### src/rtl/bemicro_cv_ddr3_control_dmaster_b2p_pkg.sv
// Shared framing definitions for the DDR3 control debug master byte/packet
// converters. The packets-to-bytes encoder imports the same constants so both
// directions agree on the in-band character set.
package bemicro_cv_dmaster_pkg;

   // In-band framing characters
   localparam logic [7:0] SOP_CHAR  = 8'h7A;
   localparam logic [7:0] EOP_CHAR  = 8'h7B;
   localparam logic [7:0] CHAN_CHAR = 8'h7C;
   localparam logic [7:0] ESC_CHAR  = 8'h7D;

   // An escaped byte is transmitted as ESC_CHAR followed by byte ^ ESC_XOR
   localparam logic [7:0] ESC_XOR   = 8'h20;

   // Decoder state carried between accepted bytes
   typedef struct packed {
      logic sop_pend;   // next output byte starts a packet
      logic eop_pend;   // next output byte ends a packet
      logic chan_pend;  // next value byte is a channel number
      logic esc_pend;   // next byte is escaped and must be un-XORed
   } b2p_flags_t;

   localparam b2p_flags_t FLAGS_CLEAR = '{default: 1'b0};

   // Meaning of one accepted input byte
   typedef enum logic [2:0] {
      BYTE_SOP,
      BYTE_EOP,
      BYTE_CHAN,
      BYTE_ESC,
      BYTE_VALUE
   } byte_kind_e;

   // True for any byte that needs escaping on the wire
   function automatic logic is_framing_char(input logic [7:0] b);
      return (b == SOP_CHAR) || (b == EOP_CHAR) ||
             (b == CHAN_CHAR) || (b == ESC_CHAR);
   endfunction

   // Classify a byte; anything following an escape is always a value
   function automatic byte_kind_e classify_byte(input logic [7:0] b,
                                                input logic       escaped);
      byte_kind_e kind;
      kind = BYTE_VALUE;
      if (!escaped && is_framing_char(b)) begin
         case (b)
            SOP_CHAR:  kind = BYTE_SOP;
            EOP_CHAR:  kind = BYTE_EOP;
            CHAN_CHAR: kind = BYTE_CHAN;
            default:   kind = BYTE_ESC;
         endcase
      end
      return kind;
   endfunction

   // Recover the literal value of a value byte
   function automatic logic [7:0] decode_value(input logic [7:0] b,
                                               input logic       escaped);
      return escaped ? (b ^ ESC_XOR) : b;
   endfunction

endpackage

### src/rtl/bemicro_cv_ddr3_control_dmaster_b2p_oreg.sv
// Ready/valid output register for the bytes-to-packets decoder. Holds the
// decoded byte with its sidebands and channel, keeps them stable while the
// sink stalls, and reports when it can take a new byte (empty or draining).
module bemicro_cv_dmaster_b2p_oreg #(
   parameter int CHANNEL_W = 8
) (
   input  logic                 clk,
   input  logic                 reset,
   input  logic                 load,
   input  logic [7:0]           load_data,
   input  logic                 load_sop,
   input  logic                 load_eop,
   input  logic [CHANNEL_W-1:0] load_channel,
   output logic                 can_load,
   output logic                 out_valid,
   output logic [7:0]           out_data,
   output logic                 out_startofpacket,
   output logic                 out_endofpacket,
   output logic [CHANNEL_W-1:0] out_channel,
   input  logic                 out_ready
);

   // Space is available when empty, or when the held byte leaves this cycle
   assign can_load = !out_valid || out_ready;

   // Output register: load wins over drain so back-to-back bytes flow at 1/clk
   always_ff @(posedge clk) begin
      // NOTE: registered state uses non-blocking assignments so every flop
      // samples pre-edge values regardless of statement order.
      if (reset) begin
         out_valid         <= 1'b0;
         out_data          <= '0;
         out_startofpacket <= 1'b0;
         out_endofpacket   <= 1'b0;
         out_channel       <= '0;
      end else if (load) begin
         out_valid         <= 1'b1;
         out_data          <= load_data;
         out_startofpacket <= load_sop;
         out_endofpacket   <= load_eop;
         out_channel       <= load_channel;
      end else if (out_ready) begin
         out_valid         <= 1'b0;
      end
   end

endmodule

### src/rtl/bemicro_cv_ddr3_control_dmaster_b2p.sv
// Bytes-to-packets decoder for the DDR3 control debug master. Consumes the
// escaped 8-bit byte stream from the timing adapter, strips SOP/EOP/channel/
// escape characters and presents Avalon-ST packets with sidebands.
// Optional build macro BEMICRO_CV_DMASTER_B2P_PROTO_ERR_EN adds a sticky
// proto_err output flagging data outside a packet or a SOP inside one.
module bemicro_cv_ddr3_control_dmaster_b2p
   import bemicro_cv_dmaster_pkg::*;
#(
   parameter int CHANNEL_W = 8
) (
   input  logic                 clk,
   input  logic                 reset,
   input  logic                 in_valid,
   input  logic [7:0]           in_data,
   output logic                 in_ready,
   output logic                 out_valid,
   output logic [7:0]           out_data,
   output logic                 out_startofpacket,
   output logic                 out_endofpacket,
   output logic [CHANNEL_W-1:0] out_channel,
`ifdef BEMICRO_CV_DMASTER_B2P_PROTO_ERR_EN
   output logic                 proto_err,
`endif
   input  logic                 out_ready
);

   b2p_flags_t           flags, flags_nxt;
   logic [CHANNEL_W-1:0] channel_q, channel_nxt;
   byte_kind_e           kind;
   logic [7:0]           value;
   logic                 accept;
   logic                 load;

   assign accept = in_valid && in_ready;

   // Decode the byte currently offered upstream
   always_comb begin
      kind  = classify_byte(in_data, flags.esc_pend);
      value = decode_value(in_data, flags.esc_pend);
   end

   // Next flag/channel state and the output-register load strobe
   always_comb begin
      // NOTE: every combinational output gets a default first so no path
      // leaves it unassigned and no latch is inferred.
      flags_nxt   = flags;
      channel_nxt = channel_q;
      load        = 1'b0;
      if (accept) begin
         case (kind)
            BYTE_SOP:  flags_nxt.sop_pend  = 1'b1;
            BYTE_EOP:  flags_nxt.eop_pend  = 1'b1;
            BYTE_CHAN: flags_nxt.chan_pend = 1'b1;
            BYTE_ESC:  flags_nxt.esc_pend  = 1'b1;
            default: begin
               flags_nxt.esc_pend = 1'b0;
               if (flags.chan_pend) begin
                  channel_nxt         = value[CHANNEL_W-1:0];
                  flags_nxt.chan_pend = 1'b0;
               end else begin
                  load               = 1'b1;
                  flags_nxt.sop_pend = 1'b0;
                  flags_nxt.eop_pend = 1'b0;
               end
            end
         endcase
      end
   end

   // Pending flags and current channel
   always_ff @(posedge clk) begin
      if (reset) begin
         flags     <= FLAGS_CLEAR;
         channel_q <= '0;
      end else begin
         flags     <= flags_nxt;
         channel_q <= channel_nxt;
      end
   end

   bemicro_cv_dmaster_b2p_oreg #(
      .CHANNEL_W (CHANNEL_W)
   ) u_oreg (
      .clk               (clk),
      .reset             (reset),
      .load              (load),
      .load_data         (value),
      .load_sop          (flags.sop_pend),
      .load_eop          (flags.eop_pend),
      .load_channel      (channel_q),
      .can_load          (in_ready),
      .out_valid         (out_valid),
      .out_data          (out_data),
      .out_startofpacket (out_startofpacket),
      .out_endofpacket   (out_endofpacket),
      .out_channel       (out_channel),
      .out_ready         (out_ready)
   );

`ifdef BEMICRO_CV_DMASTER_B2P_PROTO_ERR_EN
   logic packet_open, packet_open_nxt;
   logic err_event;

   // Packet-open tracking and protocol violation detection
   always_comb begin
      packet_open_nxt = packet_open;
      err_event       = 1'b0;
      if (accept && (kind == BYTE_SOP) && packet_open) begin
         err_event = 1'b1;
      end
      if (load) begin
         // A pending SOP opens the packet this byte belongs to
         if (!packet_open && !flags.sop_pend) begin
            err_event = 1'b1;
         end
         packet_open_nxt = (packet_open || flags.sop_pend) && !flags.eop_pend;
      end
   end

   // Sticky error flag, cleared only by reset
   always_ff @(posedge clk) begin
      if (reset) begin
         packet_open <= 1'b0;
         proto_err   <= 1'b0;
      end else begin
         packet_open <= packet_open_nxt;
         proto_err   <= proto_err || err_event;
      end
   end
`endif

endmodule

### config.mk
export PLATFORM = sky130hd
export DESIGN_NAME = bemicro_cv_ddr3_control_dmaster_b2p
export DESIGN_NICKNAME = d
export VERILOG_FILES = /design/src/rtl/bemicro_cv_ddr3_control_dmaster_b2p_pkg.sv /design/src/rtl/bemicro_cv_ddr3_control_dmaster_b2p_oreg.sv /design/src/rtl/bemicro_cv_ddr3_control_dmaster_b2p.sv
export SDC_FILE = /design/constraint.sdc
export NUM_CORES = 1
export LEC_CHECK = 0
export CORE_MARGIN = 8
export CORE_UTILIZATION = 60
export CTS_BUF_LIST = sky130_fd_sc_hd__clkbuf_2 sky130_fd_sc_hd__clkbuf_4 sky130_fd_sc_hd__clkbuf_8
export DETAILED_ROUTE_END_ITERATION = 8
export DONT_BUFFER_PORTS = 1
export PLACE_DENSITY = 0.8
export REMOVE_ABC_BUFFERS = 1
export SETUP_SLACK_MARGIN = 0.2
export SLEW_MARGIN = 0
export SYNTH_ARGS = -nofsm -noshare
export SYNTH_HDL_FRONTEND = slang
export SYNTH_SLANG_ARGS = --single-unit
### constraint.sdc
create_clock -name clk -period 2.8 [get_ports clk]
set_input_delay 0.56 -clock clk [delete_from_list [all_inputs] [get_ports clk]]
set_output_delay 0.56 -clock clk [all_outputs]
set_load 0.005 [all_outputs]
==> flow_summary.yaml, run 1 <==
status:
  status: "finished, final reports clean"
routing:
  drt_iter0_drc: 33
  num_vias: 850
  wl_per_cell_um: 15.50
  dr.pass1.iters: 4
  drc: 0
  antenna_left: 0
  vias_per_cell: 5.484
  drt-total-wl_mm: 2.402
place:
  place_ws_ns: 0.7494
  gp_congestion: 0.7729
  dp.cells: 147
  io_buffers: 0
  dp_hpwl_mm: 1.772
critical_path:
  worst_setup_path_end_kind: "register"
  critPathKind: "reg2reg"
  worstPathArrival_ns: 2.03
  cp_max_fo: 13
  cp.required_ns: 3.04
  critPathLaunchType: "register"
global_routing:
  gr-total-overflow: 0
  grt_pass1_wl_mm: 3.884
  grt_pass1_vias: 866
  antenna_found_initial: 0
  grt_start_max_net_pins: 41
  track_usage: 0.1243
logic_synthesis:
  yosys.area_share.adder: 0
  synth_compound_area_frac: 0.04019
  synth_xor_area_frac: 0.006542
  yosysWarnings: 0
  syn_area_per_cell_um2: 10.54
  synth_top_family_by_area: "simple AND/OR/NAND/NOR gates"
  synth.distinct_cells: 26
  synth_cells: 127
  ys_ff_latch: 31
  yosys.area_share.simple: 0.2411
  syn_area_mm2: 0.001339
  muxShareOfSynthArea: 0.1944
  yosysSeqAreaShare: 0.4636
clocking:
  path_clk_slew_ns: 0.09
  cts.sinks: 31
  cts_max_path_buffers: 2
  clock_latency_ns: 0.32
  ctsResizeCount: 0
  ctsHoldBuffers: 0
  cts_max_level: 2
  tritoncts: "built"
  root_buffer: "clkbuf_4"
  cts_setup_buffers: 0
  cts_buffers: 5
timing:
  relSlewSlack: 0.5771
  tightest_slew_ns: 0.6343
  grt_setup_unrepaired: "false"
  setup-violations-final: 0
  drv_slew: 0
  clock.fmax_mhz: 559.5
  fin_crit_sh: 0.6383
  finalClockSkew_ns: 0.009986
  finalHoldViolCount: 0
  min_period_ns: 1.787
  fin_ws_ns: 1.013
  tns_ns: 0
floorplan:
  die_w_um: 63.24
  die_y_um: 63.24
  rows: 17
  die_area_mm2: 0.003999
  ios: 32
  initial_core_util: 0.6171
  core_mm2: 0.002170
final_layout:
  drive_gt1_frac: 0.07874
  num-nets-final: 138
  layout.cells.most_common_list: "nand2b_1 (32), dfxtp_1 (31), mux2i_1 (26)"
  antenna_cells: 0
  area_delta_synth_final_pct: 2.336
  post-route-util: 0.6315
  finalNonFillerCells: 155
  layout_commonest_cell: "nand2b_1"
worst_hold_path:
  min_path_type: "in2reg"
job:
  drv_cap: 0
power:
  leakage_nw: 0.5619
  peakVddDrop_mv: 0.3741
  power.density_mw_per_mm2: 573.2
[layer usage]
layer | routed length [µm] | vias to the layer above | global-route usage | share of wire
met5 | 0 | - | 0 | 0
met4 | 65 | 0 | 0.08357 | 0.027
met3 | 257 | 7 | 0.07067 | 0.11
met2 | 1022 | 34 | 0.1869 | 0.43
met1 | 1057 | 389 | 0.1294 | 0.44
li1 | - | 420 | - | -
[flip-flops by register name (all words and copies together) (netlist names)]
| register | flops |
|---|---|
| flags | 4 |
| u_oreg.out_valid | 1 |
| u_oreg.out_data | 8 |
| u_oreg.out_endofpacket | 1 |
| channel_q | 8 |
| u_oreg.out_startofpacket | 1 |
| u_oreg.out_channel | 8 |
[cell families (layout without fill, tap and decap cells)]
logic type,after synthesis,count (layout)
AND/OR/NAND/NOR,51,51
flip-flops,31,31
multiplexers,26,26
buffers and inverters,11,11
AO/OA/AOI/OAI,7,7
XOR/XNOR,1,1
[area by class of cell]
class	count	area, µm²
fillers	190	799.5
multi-input cells	85	645.6
flip-flops and latches	31	620.6
inverters	3	11.26
clock inverters	1	5.005
well taps	28	35.03
clock buffers	7	52.55
[metrics by stage]
stage          instance area, µm²  hold slack (ns)  power (mW)
3_3_place_gp                 1313           0.4492      0.5354
6_report                     1370           0.2955      0.7854
2_1_floorplan                1277           0.4346      0.5263
3_5_place_dp                 1313           0.4651      0.5376
5_1_grt                      1370           0.2739      0.8231
4_1_cts                      1370           0.2763      0.8008
[worst paths after layout]
check	from	endpoint	slack, ns	cells past startpoint
max	u_oreg.out_valid	u_oreg.out_channel[0]	1.01	4
min	reset	u_oreg.out_valid	0.30	1
max reg2reg	u_oreg.out_valid	u_oreg.out_channel[0]	1.01	4
min reg2reg	flags[0]	flags[0]	0.48	2
[report_power, final]
part	total (mW)	switching [mW]	internal [mW]	leakage, nW
registers	0.465	0.0100	0.455	0.252
logic	0.0611	0.0285	0.0327	0.274
clock network	0.259	0.142	0.117	0.0361
[synth_stat cells]
cell / number / area, µm²
inv_1: 3 / 11.26
nor2b_1: 3 / 18.77
and4b_1: 1 / 10.01
a311oi_2: 1 / 15.01
o21bai_1: 1 / 7.510
and2_2: 1 / 7.510
clkbuf_1: 3 / 11.26
mux2i_1: 26 / 260.3
buf_12: 1 / 20.02
nand2_1: 4 / 15.01
nand2b_1: 32 / 200.2
or2b_1: 5 / 37.54
a41oi_1: 1 / 8.760
or3_1: 1 / 6.260
and2b_1: 1 / 7.510
a21oi_1: 2 / 10.01
buf_6: 1 / 11.26
o22ai_1: 2 / 12.51
dlygate4sd1_1: 1 / 8.760
nor3_1: 1 / 5.000
nand3b_1: 1 / 7.510
or4_1: 1 / 7.510
xor2_1: 1 / 8.760
buf_2: 1 / 5.000
clkbuf_2: 1 / 5.000
dfxtp_1: 31 / 620.6
[worst max-delay path, cell delays in order, from the launching register on]
cell and delay [ns]:
dfxtp_1 0.33, nor2b_1 0.15, a311oi_2 0.37, and2b_1 0.59, mux2i_1 0.26
Note: power is estimated with default switching activity, not from simulation.
==> run 2: changes to the inputs <==
==> constraint.sdc (replaced) <==
create_clock -name clk -period 1.7 [get_ports clk]
set_input_delay 0.34 -clock clk [delete_from_list [all_inputs] [get_ports clk]]
set_output_delay 0.34 -clock clk [all_outputs]
set_load 0.005 [all_outputs]
==> run 2 against run 1 <==
Design area up 3.3%. Sequential cell count unchanged. Cell count grew 1.3%. Critical endpoint is now flags[3].
==> flow_summary.yaml, run 2 (synthesis results as in run 1) <==
status:
  status: "finished, final reports clean"
power:
  clkPwrFrac: 0.302
  power.net_switching_mw: 0.2907
  netSwitchingFraction: 0.2287
  power_frac_comb: 0.096
  peakVddDrop_mv: 0.6474
  power.density_mw_per_mm2: 898.3
  p_total_mw: 1.271
  seqPwrFrac: 0.603
  leakage_nw: 0.5794
  p_int_mw: 0.9804
global_routing:
  track_usage: 0.1356
  grt_use_met3: 0.09011
  grt_start_max_net_pins: 41
  use_met1: 0.1348
  grt_pass1_wl_mm: 4.326
  antenna_found_initial: 0
  grt_util_met2: 0.2138
  grt_pass1_vias: 930
  top_usage_layer: "met2"
  gr-total-overflow: 0
clocking:
  cts_max_level: 2
  cts.sinks: 31
  cts_buffers: 5
  path_clk_slew_ns: 0.09
  root_buffer: "clkbuf_4"
  cts_max_path_buffers: 2
  clock_latency_ns: 0.32
  tritoncts: "built"
critical_path:
  worstPathArrival_ns: 1.61
  cp_max_fo: 3
  worst_setup_path_end_kind: "register"
  critPathKind: "reg2reg"
  cp.required_ns: 1.94
  critPathLaunchType: "register"
timing:
  fin_crit_sh: 0.8060
  finalClockSkew_ns: 0.005593
  drv_slew: 0
  tns_ns: 0
  grt_setup_unrepaired: "false"
  tightest_slew_ns: 0.3034
  clock.fmax_mhz: 729.8
  fin_hold_ws_ns: 0.07546
  setup-violations-final: 0
  min_period_ns: 1.370
  finalHoldViolCount: 0
  relSlewSlack: 0.7978
final_layout:
  final_cell_area_mm2: 0.001415
  area_delta_synth_final_pct: 5.701
  antenna_cells: 0
  layout_commonest_cell: "nand2b_1"
  fillers: 185
  reg_top3: "channel_q: 8 flops, u_oreg.out_channel: 8 flops, u_oreg.out_data: 8 flops"
  layout.cells.most_common_list: "nand2b_1 (32), dfxtp_1 (29), mux2i_1 (26)"
  drive_gt1_frac: 0.1318
  num-nets-final: 142
floorplan:
  die_y_um: 63.24
  die_area_mm2: 0.003999
  core_mm2: 0.002170
  initial_core_util: 0.6171
  die_w_um: 63.24
  ios: 32
  rows: 17
routing:
  drc: 0
  vias_per_cell: 5.382
  drt-total-wl_mm: 2.501
  dr.pass1.iters: 4
  antenna_left: 0
  wl_per_cell_um: 15.93
  num_vias: 845
  drt_iter0_drc: 27
place:
  gp_congestion: 0.7875
  placed_area_mm2: 0.001343
  dp_hpwl_mm: 1.866
  io_buffers: 0
worst_hold_path:
  min_path_type: "in2reg"
job:
  drv_cap: 0
run 2: changes by cell type in the layout (fill, tap and decap cells not counted), sizes merged:
| cell | before | now |
|---|---|---|
| clkbuf | 7 | 6 |
| buf | 0 | 4 |
| clkinv | 1 | 0 |
run 2: final timing paths:
| kind | from | end | slack [ns] | cells past startpoint |
|---|---|---|---|---|
| max | flags[0] | flags[3] | 0.33 | 4 |
| min | reset | u_oreg.out_valid | 0.08 | 1 |
| max reg2reg | flags[0] | flags[3] | 0.33 | 4 |
| min reg2reg | flags[0] | flags[0] | 0.47 | 2 |
run 2: metal layers:
metal / share of wire / vias up
met4: 0.019 / 0
met2: 0.47 / 32
met5: 0 / -
met3: 0.14 / 5
li1: - / 427
met1: 0.37 / 381
run 2: metrics by stage:
step	utilization	setup WS, ns	instances
2_1_floorplan	-	0.07011	119
3_3_place_gp	0.6188	0.1980	151
3_5_place_dp	0.6188	0.1466	151
4_1_cts	0.6413	0.2063	157
5_1_grt	0.6522	0.2285	157
6_report	0.6522	0.3298	157
run 2: power by group through the flow:
stage / registers [mW] / logic [mW] / clock network, mW
4_1_cts: 0.766 / 0.116 / 0.400
2_1_floorplan: 0.778 / 0.0888 / 0
3_5_place_dp: 0.783 / 0.114 / 0
3_3_place_gp: 0.782 / 0.110 / 0
6_report: 0.766 / 0.122 / 0.383
5_1_grt: 0.770 / 0.133 / 0.427
run 2: layout make-up:
class / instances / area, µm² / area share
clock buffer: 6 / 45.04 / 0.03183
inverter: 3 / 11.26 / 0.007958
multi-input combinational: 85 / 666.9 / 0.4713
sequential: 31 / 623.1 / 0.4403
tap: 28 / 35.03 / 0.02476
timing repair buffer: 4 / 33.78 / 0.02387
run 2: worst max-delay path, cell delays in order (launching register included):
cell and delay [ns]:
dfxtp_2 0.34, nor2b_2 0.20, nand2_1 0.09, or4_1 0.51, o22ai_1 0.16
run 2: what timing repair did:
item | 4_1_cts | 5_1_grt
endpoints found under the setup margin | 3 | 29
endpoints found under the hold margin | 0 | 0
resized for setup | 1 | 7
pin swaps | 1 | 1
buffers inserted | 0 | 0
hold buffers | 0 | 0
